--- config.mk ---
export PLATFORM = sky130hd
export DESIGN_NAME = beep_seq_flat
export DESIGN_NICKNAME = d
export VERILOG_FILES = /design/src/rtl/beep_seq_if.sv /design/src/rtl/beep_seq.sv /design/src/flat_wrapper.sv
export SDC_FILE = /design/constraint.sdc
export NUM_CORES = 1
export LEC_CHECK = 0
export ABC_AREA = 1
export CAP_MARGIN = 20
export CORE_ASPECT_RATIO = 1.5
export CORE_MARGIN = 2
export CORE_UTILIZATION = 35
export DETAILED_ROUTE_END_ITERATION = 8
export MAX_ROUTING_LAYER = met4
export PLACE_DENSITY = 0.54
export SKIP_CTS_REPAIR_TIMING = 1
export SKIP_LAST_GASP = 1
export SYNTH_ARGS = -nofsm -noshare
export SYNTH_HDL_FRONTEND = slang
export SYNTH_SLANG_ARGS = --single-unit
--- constraint.sdc ---
create_clock -name clk -period 2.1 [get_ports clk]
set_input_delay 0.21 -clock clk [delete_from_list [all_inputs] [get_ports clk]]
set_output_delay 0.21 -clock clk [all_outputs]
set_load 0.1 [all_outputs]
--- src/rtl/beep_seq_if.sv ---
// Event-code / buzzer bundle between the upstream event source and beep_seq.
// master drives the event code; slave (the sequencer) drives the buzzer pin and busy.
interface beep_seq_if #(
    parameter int unsigned CODE_W = 8
);
    logic [CODE_W-1:0] key;
    logic              beep_pin;
    logic              busy;

    modport master (
        output key,
        input  beep_pin,
        input  busy
    );

    modport slave (
        input  key,
        output beep_pin,
        output busy
    );
endinterface

--- src/rtl/beep_seq.sv ---
// Buzzer sequencer: event code N plays N square-wave bursts separated by silent gaps.
// A code only fires after key has been seen at 0 (armed); codes arriving while busy are dropped.
module beep_seq #(
    parameter int unsigned CODE_W    = 8,
    parameter int unsigned MAX_CODE  = 9,
    parameter int unsigned TONE_HALF = 40000,
    parameter int unsigned ON_CYC    = 12500000,
    parameter int unsigned OFF_CYC   = 12500000
) (
    input  logic      clk,
    input  logic      rst_n,
    beep_seq_if.slave bus
);

    localparam int unsigned REM_W   = $clog2(MAX_CODE + 1);
    localparam int unsigned DUR_MAX = (ON_CYC > OFF_CYC) ? ON_CYC : OFF_CYC;
    localparam int unsigned DUR_W   = (DUR_MAX > 1) ? $clog2(DUR_MAX) : 1;
    localparam int unsigned TONE_W  = (TONE_HALF > 1) ? $clog2(TONE_HALF) : 1;

    localparam logic [CODE_W-1:0] KEY_MAX   = CODE_W'(MAX_CODE);
    localparam logic [DUR_W-1:0]  ON_LAST   = DUR_W'(ON_CYC - 1);
    localparam logic [DUR_W-1:0]  OFF_LAST  = DUR_W'(OFF_CYC - 1);
    localparam logic [TONE_W-1:0] TONE_LAST = TONE_W'(TONE_HALF - 1);
    localparam logic [REM_W-1:0]  REM_ONE   = REM_W'(1);

    typedef enum logic [1:0] {
        StIdle,
        StTone,
        StGap
    } state_e;

    state_e              r_state;
    logic                r_armed;
    logic [REM_W-1:0]    r_remaining;
    logic [DUR_W-1:0]    r_dur_cnt;
    logic [TONE_W-1:0]   r_tone_cnt;
    logic                r_beep;
    logic                r_busy;

    state_e              w_state_nxt;
    logic                w_armed_nxt;
    logic [REM_W-1:0]    w_remaining_nxt;
    logic [DUR_W-1:0]    w_dur_cnt_nxt;
    logic [TONE_W-1:0]   w_tone_cnt_nxt;
    logic                w_beep_nxt;

    logic [CODE_W-1:0]   w_key;
    logic                w_key_zero;
    logic                w_key_valid;
    logic                w_fire;

    assign w_key       = bus.key;
    assign w_key_zero  = (w_key == '0);
    assign w_key_valid = !w_key_zero && (w_key <= KEY_MAX);
    assign w_fire      = (r_state == StIdle) && r_armed && w_key_valid;

    always_ff @(posedge clk or negedge rst_n) begin
        if (!rst_n) begin
            r_state     <= StIdle;
            r_armed     <= 1'b0;
            r_remaining <= '0;
            r_dur_cnt   <= '0;
            r_tone_cnt  <= '0;
            r_beep      <= 1'b0;
            r_busy      <= 1'b0;
        end else begin
            r_state     <= w_state_nxt;
            r_armed     <= w_armed_nxt;
            r_remaining <= w_remaining_nxt;
            r_dur_cnt   <= w_dur_cnt_nxt;
            r_tone_cnt  <= w_tone_cnt_nxt;
            r_beep      <= w_beep_nxt;
            r_busy      <= (w_state_nxt != StIdle);
        end
    end

    always_comb begin
        w_state_nxt     = r_state;
        w_remaining_nxt = r_remaining;
        w_dur_cnt_nxt   = r_dur_cnt;
        w_tone_cnt_nxt  = r_tone_cnt;
        w_beep_nxt      = 1'b0;
        // Arming follows key==0 in every state; only an accepted trigger disarms.
        w_armed_nxt     = r_armed | w_key_zero;

        unique case (r_state)
            StIdle: begin
                w_dur_cnt_nxt  = '0;
                w_tone_cnt_nxt = '0;
                if (w_fire) begin
                    w_remaining_nxt = w_key[REM_W-1:0];
                    w_armed_nxt     = 1'b0;
                    w_state_nxt     = StTone;
                end
            end

            StTone: begin
                if (r_dur_cnt == ON_LAST) begin
                    w_dur_cnt_nxt  = '0;
                    w_tone_cnt_nxt = '0;
                    if (r_remaining == REM_ONE) begin
                        w_state_nxt = StIdle;
                    end else begin
                        w_remaining_nxt = r_remaining - REM_ONE;
                        w_state_nxt     = StGap;
                    end
                end else begin
                    w_dur_cnt_nxt = r_dur_cnt + 1'b1;
                    if (r_tone_cnt == TONE_LAST) begin
                        w_tone_cnt_nxt = '0;
                        w_beep_nxt     = ~r_beep;
                    end else begin
                        w_tone_cnt_nxt = r_tone_cnt + 1'b1;
                        w_beep_nxt     = r_beep;
                    end
                end
            end

            StGap: begin
                w_tone_cnt_nxt = '0;
                if (r_dur_cnt == OFF_LAST) begin
                    w_dur_cnt_nxt = '0;
                    w_state_nxt   = StTone;
                end else begin
                    w_dur_cnt_nxt = r_dur_cnt + 1'b1;
                end
            end

            default: begin
                w_state_nxt    = StIdle;
                w_dur_cnt_nxt  = '0;
                w_tone_cnt_nxt = '0;
            end
        endcase
    end

    assign bus.beep_pin = r_beep;
    assign bus.busy     = r_busy;

    // The buzzer may only sound while a sequence is in flight.
    a_beep_implies_busy : assert property (
        @(posedge clk) disable iff (!rst_n) r_beep |-> r_busy
    );

    a_remaining_nonzero : assert property (
        @(posedge clk) disable iff (!rst_n) (r_state != StIdle) |-> (r_remaining != '0)
    );

endmodule

--- src/flat_wrapper.sv ---
// flat-port wrapper written by rule: the top's interface ports become plain ports
module beep_seq_flat 
#(
    parameter int unsigned CODE_W    = 8,
    parameter int unsigned MAX_CODE  = 9,
    parameter int unsigned TONE_HALF = 40000,
    parameter int unsigned ON_CYC    = 12500000,
    parameter int unsigned OFF_CYC   = 12500000
)
  (clk, rst_n, bus_key, bus_beep_pin, bus_busy);
  beep_seq_if #(.CODE_W(CODE_W)) bus_i ();
  input  logic clk;
  input  logic rst_n;
  input wire logic [$bits(bus_i.key)-1:0] bus_key;
  output wire logic [$bits(bus_i.beep_pin)-1:0] bus_beep_pin;
  output wire logic [$bits(bus_i.busy)-1:0] bus_busy;
  assign bus_i.key = bus_key;
  assign bus_beep_pin = bus_i.beep_pin;
  assign bus_busy = bus_i.busy;
  beep_seq #(.CODE_W(CODE_W), .MAX_CODE(MAX_CODE), .TONE_HALF(TONE_HALF), .ON_CYC(ON_CYC), .OFF_CYC(OFF_CYC)) u_core (.clk(clk), .rst_n(rst_n), .bus(bus_i));
endmodule
==> results of run 1 <==
[flip-flops by register name, indices dropped and copies added (netlist names)]
name / count
u_core.bus.busy: 1
u_core.r_tone_cnt: 16
u_core.r_armed: 1
u_core.r_remaining: 4
u_core.bus.beep_pin: 1
u_core.r_state: 2
u_core.r_dur_cnt: 24
[cells by family (layout without fill, tap and decap cells)]
group	count (synthesis)	in the layout	synth area share
compound gates	34	34	0.0693
xor+xnor	9	9	0.0268
fa+ha+maj	8	8	0.0340
buf+inv	63	87	0.0863
flops	49	49	0.417
mux	2	2	0.00681
simple gates	225	225	0.360
[power breakdown]
part | total, W | internal (W) | switching, W
clock | 0.000793 | 0.000437 | 0.000356
sequential | 0.00106 | 0.00101 | 0.0000477
combinational | 0.000640 | 0.000240 | 0.000400
[worst max-delay path: cells and delay by family (launching register included)]
kind	cells	cell delay, ps
adder cells (fa/ha/maj)	1	230
buffers and inverters	3	310
flip-flops	1	410
AND/OR/NAND/NOR	6	690
[cell usage in the layout, fill, tap and decap left out, types with 3 or more instances in the layout]
cell and n:
a21oi_1 9, a21oi_2 4, buf_4 9, clkbuf_16 5, clkdlybuf4s50_1 8, dfrtp_1 49, ha_1 8, inv_1 55
inv_2 3, nand2_1 82, nand2_2 6, nand3_1 22, nand4_1 9, nor2_1 60, nor2_2 5, nor2_4 4
nor3_1 23, nor4_1 4, o21ai_0 11, o21ai_1 4, o21ai_2 4, xor2_1 8
[final cells by class]
| type | count | area share |
|---|---|---|
| multi-input combinational | 278 | 0.434 |
| sequential | 49 | 0.364 |
| inverter | 59 | 0.0658 |
| timing repair buffer | 20 | 0.0542 |
| tap | 107 | 0.0397 |
| clock buffer | 5 | 0.0371 |
| clock inverter | 3 | 0.00520 |
[per-layer routing]
layer  GRT usage  routed length (um)
met5           -                   0
met4      0.0632                 137
met2       0.289                3360
met3      0.0240                  91
met1       0.162                2750
[worst max path at each step]
stage | start | end | slack [ps] | cells after the start
floorplan | u_core.r_dur_cnt[0] | u_core.r_dur_cnt[22] | 590 | 8
global placement | u_core.r_dur_cnt[0] | u_core.r_dur_cnt[5] | 270 | 10
detailed placement | u_core.r_dur_cnt[0] | u_core.r_dur_cnt[14] | 210 | 10
CTS | u_core.r_dur_cnt[0] | u_core.r_dur_cnt[14] | 210 | 10
global route | u_core.r_dur_cnt[0] | u_core.r_dur_cnt[14] | 160 | 10
finish | u_core.r_dur_cnt[0] | u_core.r_dur_cnt[14] | 380 | 10
[per-stage QoR]
step	setup WS [ps]	std cells
final	377	521
after global routing	155	521
after CTS	211	516
after detailed placement	209	508
after global placement	267	508
after floorplan	588	390
==> results by group, run 1 <==
Drt
  • First-pass DRT Iterations: 4
  • Via count: 2,492
  • Routed vias/inst: 4.78
  • Antenna-violating nets left: 0
  • DR WL/cell: 12.2 um
  • Final wirelength: 6340 um
  • DRC viols: 0
  • Iter 0 DRT Violations: 80

Clocking
  • Worst-path clk slew: 70 ps
  • TritonCTS sink count: 49
  • CTS tree: done
  • H-Tree Depth: 2
  • Root Buffer: clkbuf_16
  • Clk_lat worst skew: 290 ps
  • TritonCTS buffer count: 5
  • Clock Path Buffers: 2

Synthesis
  • Commonest cells post-synth: nand2_1, nor2_1, inv_1
  • Distinct cells, synth: 33
  • Ranking of synthesized cells by area: dfrtp_1, nand2_1, nor2_1
  • Sequential cell area fraction in the yosys report: 0.417
  • Syn avg cell area: 7.54 sq um
  • Post-synth EDFFs: 0
  • Synth Net Count: 408
  • Cell Area, Synth: 0.00294 sq mm
  • Asr flop ratio synth: 1.00
  • Largest area contributor in the netlist: dfrtp_1
  • Mapped Cells: 390
  • Most numerous cell in the Yosys netlist: nand2_1
  • Prevailing post-synth register cell: dfrtp_1
  • Post-synth top area share: 0.417
  • Yosys reg bits: 49
  • Yosys warns: 0

Finish
  • Reg area: 0.00123 sq mm
  • Nets: 431
  • Fin util: 0.405
  • Filler cells: 888
  • Share of layout cells above drive strength 1: 0.130
  • Design Area, Final: 0.00337 sq mm
  • N_diodes: 0
  • Area grow syn2layout: 14.5%
  • Multi-input gate area: 0.00146 sq mm

Worst setup path
  • Startpoint Class: flop
  • Worst r2r src: u_core.r_dur_cnt[0]
  • R2R Path End: u_core.r_dur_cnt[14]
  • Setup slack, reg-to-reg: 380 ps
  • FF-to-FF path depth: 10
  • Setup crit end kind: flop
  • Critical Path AT: 1930 ps
  • Crit Path Max Fanout: 9
  • Setup CP Type: reg2reg
  • Critical-path top delay cell: dfrtp_1
  • WP data required: 2310 ps
  • Crit path cell chain: ha_1, nand2_1, nor2_1, inv_1, nor2_1, nand2_2, inv_2, nor2_4, inv_1, nor3_1
  • Crit-path max cell delay: 410 ps

Global routing
  • Initial antenna violation count: 0
  • Vias in the first global route: 2,484
  • Pin count of the biggest net entering global routing: 29
  • Gr usage total: 0.155
  • Gr ovfl total: 0
  • Global-route wire length before repair: 11,000 um

Placement
  • Area post-placement: 0.00319 sq mm
  • IO Port Bufs: 11
  • GP Congestion: 0.862
  • Post-DP HPWL: 4850 um

Timing
  • Slew margin rel.: 0.628
  • Slew @ Worst Pin: 558 ps
  • Final setup violating endpoints: 0
  • RSZ-0062 raised after global routing: no
  • Fmax: 580 MHz
  • Final Hold Fails: 0
  • Worst Skew: 7.48 ps
  • Period utilization: 0.821
  • Worst hold slack: 446 ps
  • Crit path time final: 1720 ps
  • Slew Viols, Final: 0
  • Final setup TNS: 0 ps

Floorplan
  • Die W: 78.9 um
  • Cell row count: 41
  • Ports: 12
  • Die height: 116 um
  • Die area: 0.00917 sq mm
  • Core area: 0.00831 sq mm
  • Starting Density: 0.354

Status
  • Status: finished clean

Power
  • Overall power: 0.00249 W
  • Worst VDD drop: 0.000392 V
  • PD cells: 740 mW/mm^2
  • P_leak: 1.46 nW

Hold path
  • Worst hold-check path type: in2async

Job
  • Max_cap viols: 0
Power figures use the tool's default switching activity.
==> inputs of run 2 (changes only) <==
Clock period 2.1 ns to 1.64 ns, I/O delays scaled along.
==> results by group, run 2 (same netlist as run 1, synthesis figures left out) <==
Status
  • Status: finished clean

Power
  • P_int: 0.00259 W
  • Gate power share: 0.264
  • Worst VDD drop: 0.000420 V
  • Sequential power share: 0.368
  • Switching pwr: 0.00110 W
  • P_leak: 1.65 nW
  • Clk pwr share: 0.368
  • Switching Share: 0.297
  • PD cells: 969 mW/mm^2

Finish
  • Top reg by flops: u_core.r_dur_cnt
  • Reg area: 0.00123 sq mm
  • Flip-flop count of the largest register after layout: 24
  • Design Area, Final: 0.00381 sq mm
  • Share of layout cells above drive strength 1: 0.264
  • Filler cells: 859
  • Nets: 460
  • Multi-input gate area: 0.00158 sq mm
  • Commonest non-fill, non-tap cell in the layout: nand2_1
  • Regs by FF count: u_core.r_dur_cnt: 24 flops, u_core.r_tone_cnt: 16 flops, u_core.r_remaining: 4 flops
  • Area grow syn2layout: 29.5%
  • Commonest non-fill, non-tap cells in the layout: nand2_1, inv_1, nor2_1
  • N_diodes: 0

Drt
  • DRC viols: 0
  • Routed vias/inst: 4.72
  • DR WL/cell: 12.4 um
  • Iter 0 DRT Violations: 81
  • First-pass DRT Iterations: 4
  • Final wirelength: 6800 um
  • Antenna-violating nets left: 0
  • Via count: 2,595

Clocking
  • Clk_lat worst skew: 300 ps
  • TritonCTS buffer count: 5
  • Clock Path Buffers: 2
  • H-Tree Depth: 2
  • Worst-path clk slew: 70 ps
  • CTS tree: done
  • TritonCTS sink count: 49
  • Root Buffer: clkbuf_16

Timing
  • Slew Viols, Final: 0
  • Final worst slack: 15.4 ps
  • Worst Skew: 7.21 ps
  • Crit path time final: 1620 ps
  • Fmax: 616 MHz
  • Period utilization: 0.991
  • Final Hold Fails: 0
  • Slew @ Worst Pin: 301 ps
  • RSZ-0062 raised after global routing: yes
  • Slew margin rel.: 0.798
  • Final setup violating endpoints: 0

Worst setup path
  • WP data required: 1870 ps
  • Cell mode on critical path: nor2_4
  • Crit-path max cell delay: 390 ps
  • Worst r2r src: u_core.r_dur_cnt[1]
  • Critical-path top delay cell: dfrtp_1
  • Worst Setup SP: u_core.r_dur_cnt[1]
  • Setup CP Type: reg2reg
  • Crit path cell chain: ha_2, nand2_2, nor2_4, inv_2, nor2_4, nand2_4, inv_4, nor2_4, buf_6, o21ai_2, a21oi_2
  • Delay-heaviest family, CP: simple AND/OR/NAND/NOR gates
  • Setup slack, reg-to-reg: 20 ps
  • Crit Path Max Fanout: 8
  • Critical Path AT: 1850 ps
  • Crit path buffers/inverters: 3
  • Startpoint Class: flop
  • Setup crit end kind: flop

Global routing
  • GR peak layer: met2
  • Pin count of the biggest net entering global routing: 29
  • Met3 usage: 0.0278
  • Gr usage total: 0.167
  • Vias in the first global route: 2,587
  • Global-route wire length before repair: 11,500 um
  • Initial antenna violation count: 0
  • Grt met1 use: 0.174
  • Routing usage on met2: 0.308
  • Gr ovfl total: 0

Placement
  • Dpl ws: -61.4 ps
  • Area post-placement: 0.00339 sq mm
  • GP Congestion: 0.852
  • IO Port Bufs: 11
  • Post-DP HPWL: 5150 um

Floorplan
  • Die area: 0.00917 sq mm
  • Core area: 0.00831 sq mm
  • Ports: 12
  • Die height: 116 um
  • Starting Density: 0.354
  • Cell row count: 41
  • Die W: 78.9 um

Job
  • Max_cap viols: 0

Hold path
  • Worst hold-check path type: in2async
==> run 2: cell count changes in the layout (fill, tap and decap cells not counted), moves of 4 or more <==
cell	change
buf_4	+25
inv_1	-5
inv_2	+4
nand2_1	-10
nand2_2	+9
nand3_1	-4
nor2_1	-10
nor2_2	+5
nor2_4	+5
==> run 2: worst reg2reg max path, cell delays in order (launching register included) <==
cell and delay, ps:
dfrtp_1 390, ha_2 210, nand2_2 100, nor2_4 50, inv_2 70, nor2_4 40
nand2_4 90, inv_4 40, nor2_4 240, buf_6 180, o21ai_2 60, a21oi_2 90
==> run 2: power groups by stage <==
stage	Sequential [W]	Combinational (W)	Clock, W
after floorplan	0.00143	0.000536	0
after global placement	0.00138	0.000887	0
after detailed placement	0.00138	0.000901	0
after CTS	0.00136	0.000907	0.00140
after global routing	0.00137	0.00109	0.00145
final	0.00136	0.000972	0.00136
==> run 2: layout make-up <==
cell class,instances,area share
Clock buffer,5,0.0329
Clock inverter,3,0.0181
Inverter,59,0.0598
Multi-Input combinational cell,278,0.416
Sequential cell,49,0.322
Timing Repair Buffer,49,0.116
Tap cell,107,0.0352
==> run 2: metrics by stage <==
| stage | hold WS [ps] | std cells | setup TNS, ps | utilization | total power [W] |
|---|---|---|---|---|---|
| after global routing | 264 | 550 | -729 | 0.458 | 0.00390 |
| after global placement | 34.1 | 530 | -6.33 | 0.408 | 0.00226 |
| final | 251 | 550 | 0 | 0.458 | 0.00369 |
| after detailed placement | 32.6 | 530 | -606 | 0.408 | 0.00228 |
| after CTS | -282 | 538 | -900 | 0.431 | 0.00366 |
| after floorplan | -132 | 390 | 0 | - | 0.00196 |
==> run 2: path summary, 6_finish.rpt <==
path,to,depth (start not counted)
worst max-delay path,u_core.r_dur_cnt[15],11
worst min-delay path,u_core.r_tone_cnt[6],2
worst max register to register,u_core.r_dur_cnt[15],11
worst min register to register,u_core.r_remaining[3],2
max in group asynchronous,u_core.bus.busy,3
min in group clk,u_core.r_remaining[3],2
==> run 2: metal layers <==
layer	wire length [um]	share of wire	vias to the layer above
li1	-	-	1352
met4	205	0.030	0
met5	0	0	-
met2	3740	0.55	22
met3	100	0.015	15
met1	2760	0.41	1206
==> inputs of run 3 (changes only) <==
Settings changed: CORE_MARGIN 2 to 4, CORE_UTILIZATION 35 to 45, DONT_BUFFER_PORTS set to 1, PLACE_DENSITY 0.54 to 0.63.
==> results by group, run 3 (same netlist as run 1, synthesis figures left out) <==
Finish
  • Non-filler cells, final: 510
  • N_diodes: 0
  • Nets: 453
  • Design Area, Final: 0.00362 sq mm
  • Share of layout cells above drive strength 1: 0.266
  • Multi-input gate area: 0.00161 sq mm
  • Reg area: 0.00123 sq mm
  • Regs by FF count: u_core.r_dur_cnt: 24 flops, u_core.r_tone_cnt: 16 flops, u_core.r_remaining: 4 flops
  • Flip-flop count of the largest register after layout: 24
  • Commonest non-fill, non-tap cells in the layout: nand2_1, nor2_1, inv_1
  • Filler cells: 579
  • Top reg by flops: u_core.r_dur_cnt
  • Commonest non-fill, non-tap cell in the layout: nand2_1
  • Area grow syn2layout: 23.1%

Worst setup path
  • Crit Path Max Fanout: 5
  • Critical Path AT: 1860 ps
  • WP data required: 1880 ps
  • Setup CP Type: reg2reg
  • FF-to-FF path depth: 12
  • Setup crit end kind: flop
  • R2R Path End: u_core.r_dur_cnt[17]
  • Setup slack, reg-to-reg: 20 ps
  • Worst r2r src: u_core.r_dur_cnt[1]
  • Startpoint Class: flop

Clocking
  • Worst-path clk slew: 100 ps
  • Clock Path Buffers: 2
  • CTS tree: done
  • TritonCTS buffer count: 5
  • Clk_lat worst skew: 300 ps
  • H-Tree Depth: 2
  • Root Buffer: clkbuf_8
  • TritonCTS sink count: 49

Drt
  • Final wirelength: 6820 um
  • Iter 0 DRT Violations: 118
  • Routed vias/inst: 5.16
  • DR WL/cell: 13.4 um
  • DRC viols: 0
  • Antenna-violating nets left: 0
  • First-pass DRT Iterations: 4
  • Via count: 2,631

Global routing
  • Gr ovfl total: 0
  • Initial antenna violation count: 0
  • Pin count of the biggest net entering global routing: 50
  • Gr usage total: 0.183
  • Vias in the first global route: 2,614
  • Global-route wire length before repair: 11,300 um

Floorplan
  • Die area: 0.00792 sq mm
  • Core area: 0.00626 sq mm
  • Cell row count: 35
  • Die height: 107 um
  • Starting Density: 0.470
  • Ports: 12
  • Die W: 74.0 um

Placement
  • Post-DP HPWL: 4880 um
  • GP Congestion: 0.885
  • Placed Cells incl. Taps: 485
  • IO Port Bufs: 0
  • Area post-placement: 0.00320 sq mm
  • Dpl ws: -65.9 ps

Hold path
  • Worst hold-check path type: in2reg
  • Min-delay src: bus_key[3]
  • Cells on Worst Hold Path: 2
  • Hold Path End: u_core.r_remaining[3]

Timing
  • Worst Skew: 8.37 ps
  • Crit path time final: 1620 ps
  • Slew @ Worst Pin: 337 ps
  • Final Hold Fails: 0
  • Worst hold slack: 95.3 ps
  • Final setup violating endpoints: 0
  • Fmax: 616 MHz
  • Slew Viols, Final: 0
  • Period utilization: 0.990
  • Slew margin rel.: 0.773
  • RSZ-0062 raised after global routing: yes
  • Final worst slack: 16.5 ps

Power
  • Overall power: 0.00317 W
  • PD cells: 875 mW/mm^2
  • Worst VDD drop: 0.000437 V
  • P_leak: 1.58 nW

Job
  • Max_cap viols: 0

Status
  • Status: finished clean
==> run 3: area by class of cell <==
cell class,count,area share
inverters,59,0.0629
clock inverters,1,0.00138
multi-input cells,279,0.445
repair buffers,41,0.0989
well taps,74,0.0256
clock buffers,7,0.0266
flip-flops and latches,49,0.339
==> run 3: through the flow <==
step,setup TNS [ps],utilization
after global placement,0,0.511
after global routing,-1450,0.578
after CTS,-361,0.527
after floorplan,0,-
after detailed placement,-203,0.511
final,0,0.578
==> run 3: routing by layer <==
| layer | share of wire | GRT usage | vias to the layer above |
|---|---|---|---|
| met1 | 0.41 | 0.198 | 1261 |
| met2 | 0.56 | 0.332 | 27 |
| met3 | 0.017 | 0.0253 | 9 |
| li1 | - | - | 1334 |
| met4 | 0.013 | 0.0609 | 0 |
| met5 | 0 | - | - |
==> run 3: where the power goes <==
| part | switching [W] | total (W) | internal [W] | leakage [nW] |
|---|---|---|---|---|
| combinational | 0.000584 | 0.00102 | 0.000438 | 0.853 |
| clock | 0.000409 | 0.000792 | 0.000382 | 0.0542 |
| sequential | 0.0000627 | 0.00135 | 0.00129 | 0.673 |
==> run 3: worst max path at each step <==
stage / start / slack (ps) / end / depth (start not counted)
4_1_cts: u_core.r_dur_cnt[1] / -90 / u_core.r_dur_cnt[5] / 10
2_1_floorplan: u_core.r_dur_cnt[0] / 130 / u_core.r_dur_cnt[22] / 8
5_1_grt: u_core.r_dur_cnt[0] / -110 / u_core.bus.busy / 9
3_3_place_gp: u_core.r_dur_cnt[0] / 8 / u_core.r_dur_cnt[5] / 10
6_report: u_core.r_dur_cnt[1] / 20 / u_core.r_dur_cnt[17] / 12
3_5_place_dp: u_core.r_dur_cnt[0] / -70 / u_core.r_dur_cnt[5] / 10
==> run 3: worst max-delay path: stages, from the launching register on <==
cell	delay, ps
dfrtp_1	400
ha_2	200
nand2_2	90
nor2_4	40
inv_2	60
nor2_2	30
nand2_2	110
inv_4	60
nor2_4	210
buf_6	130
buf_6	90
nand2_2	30
nor2_1	90
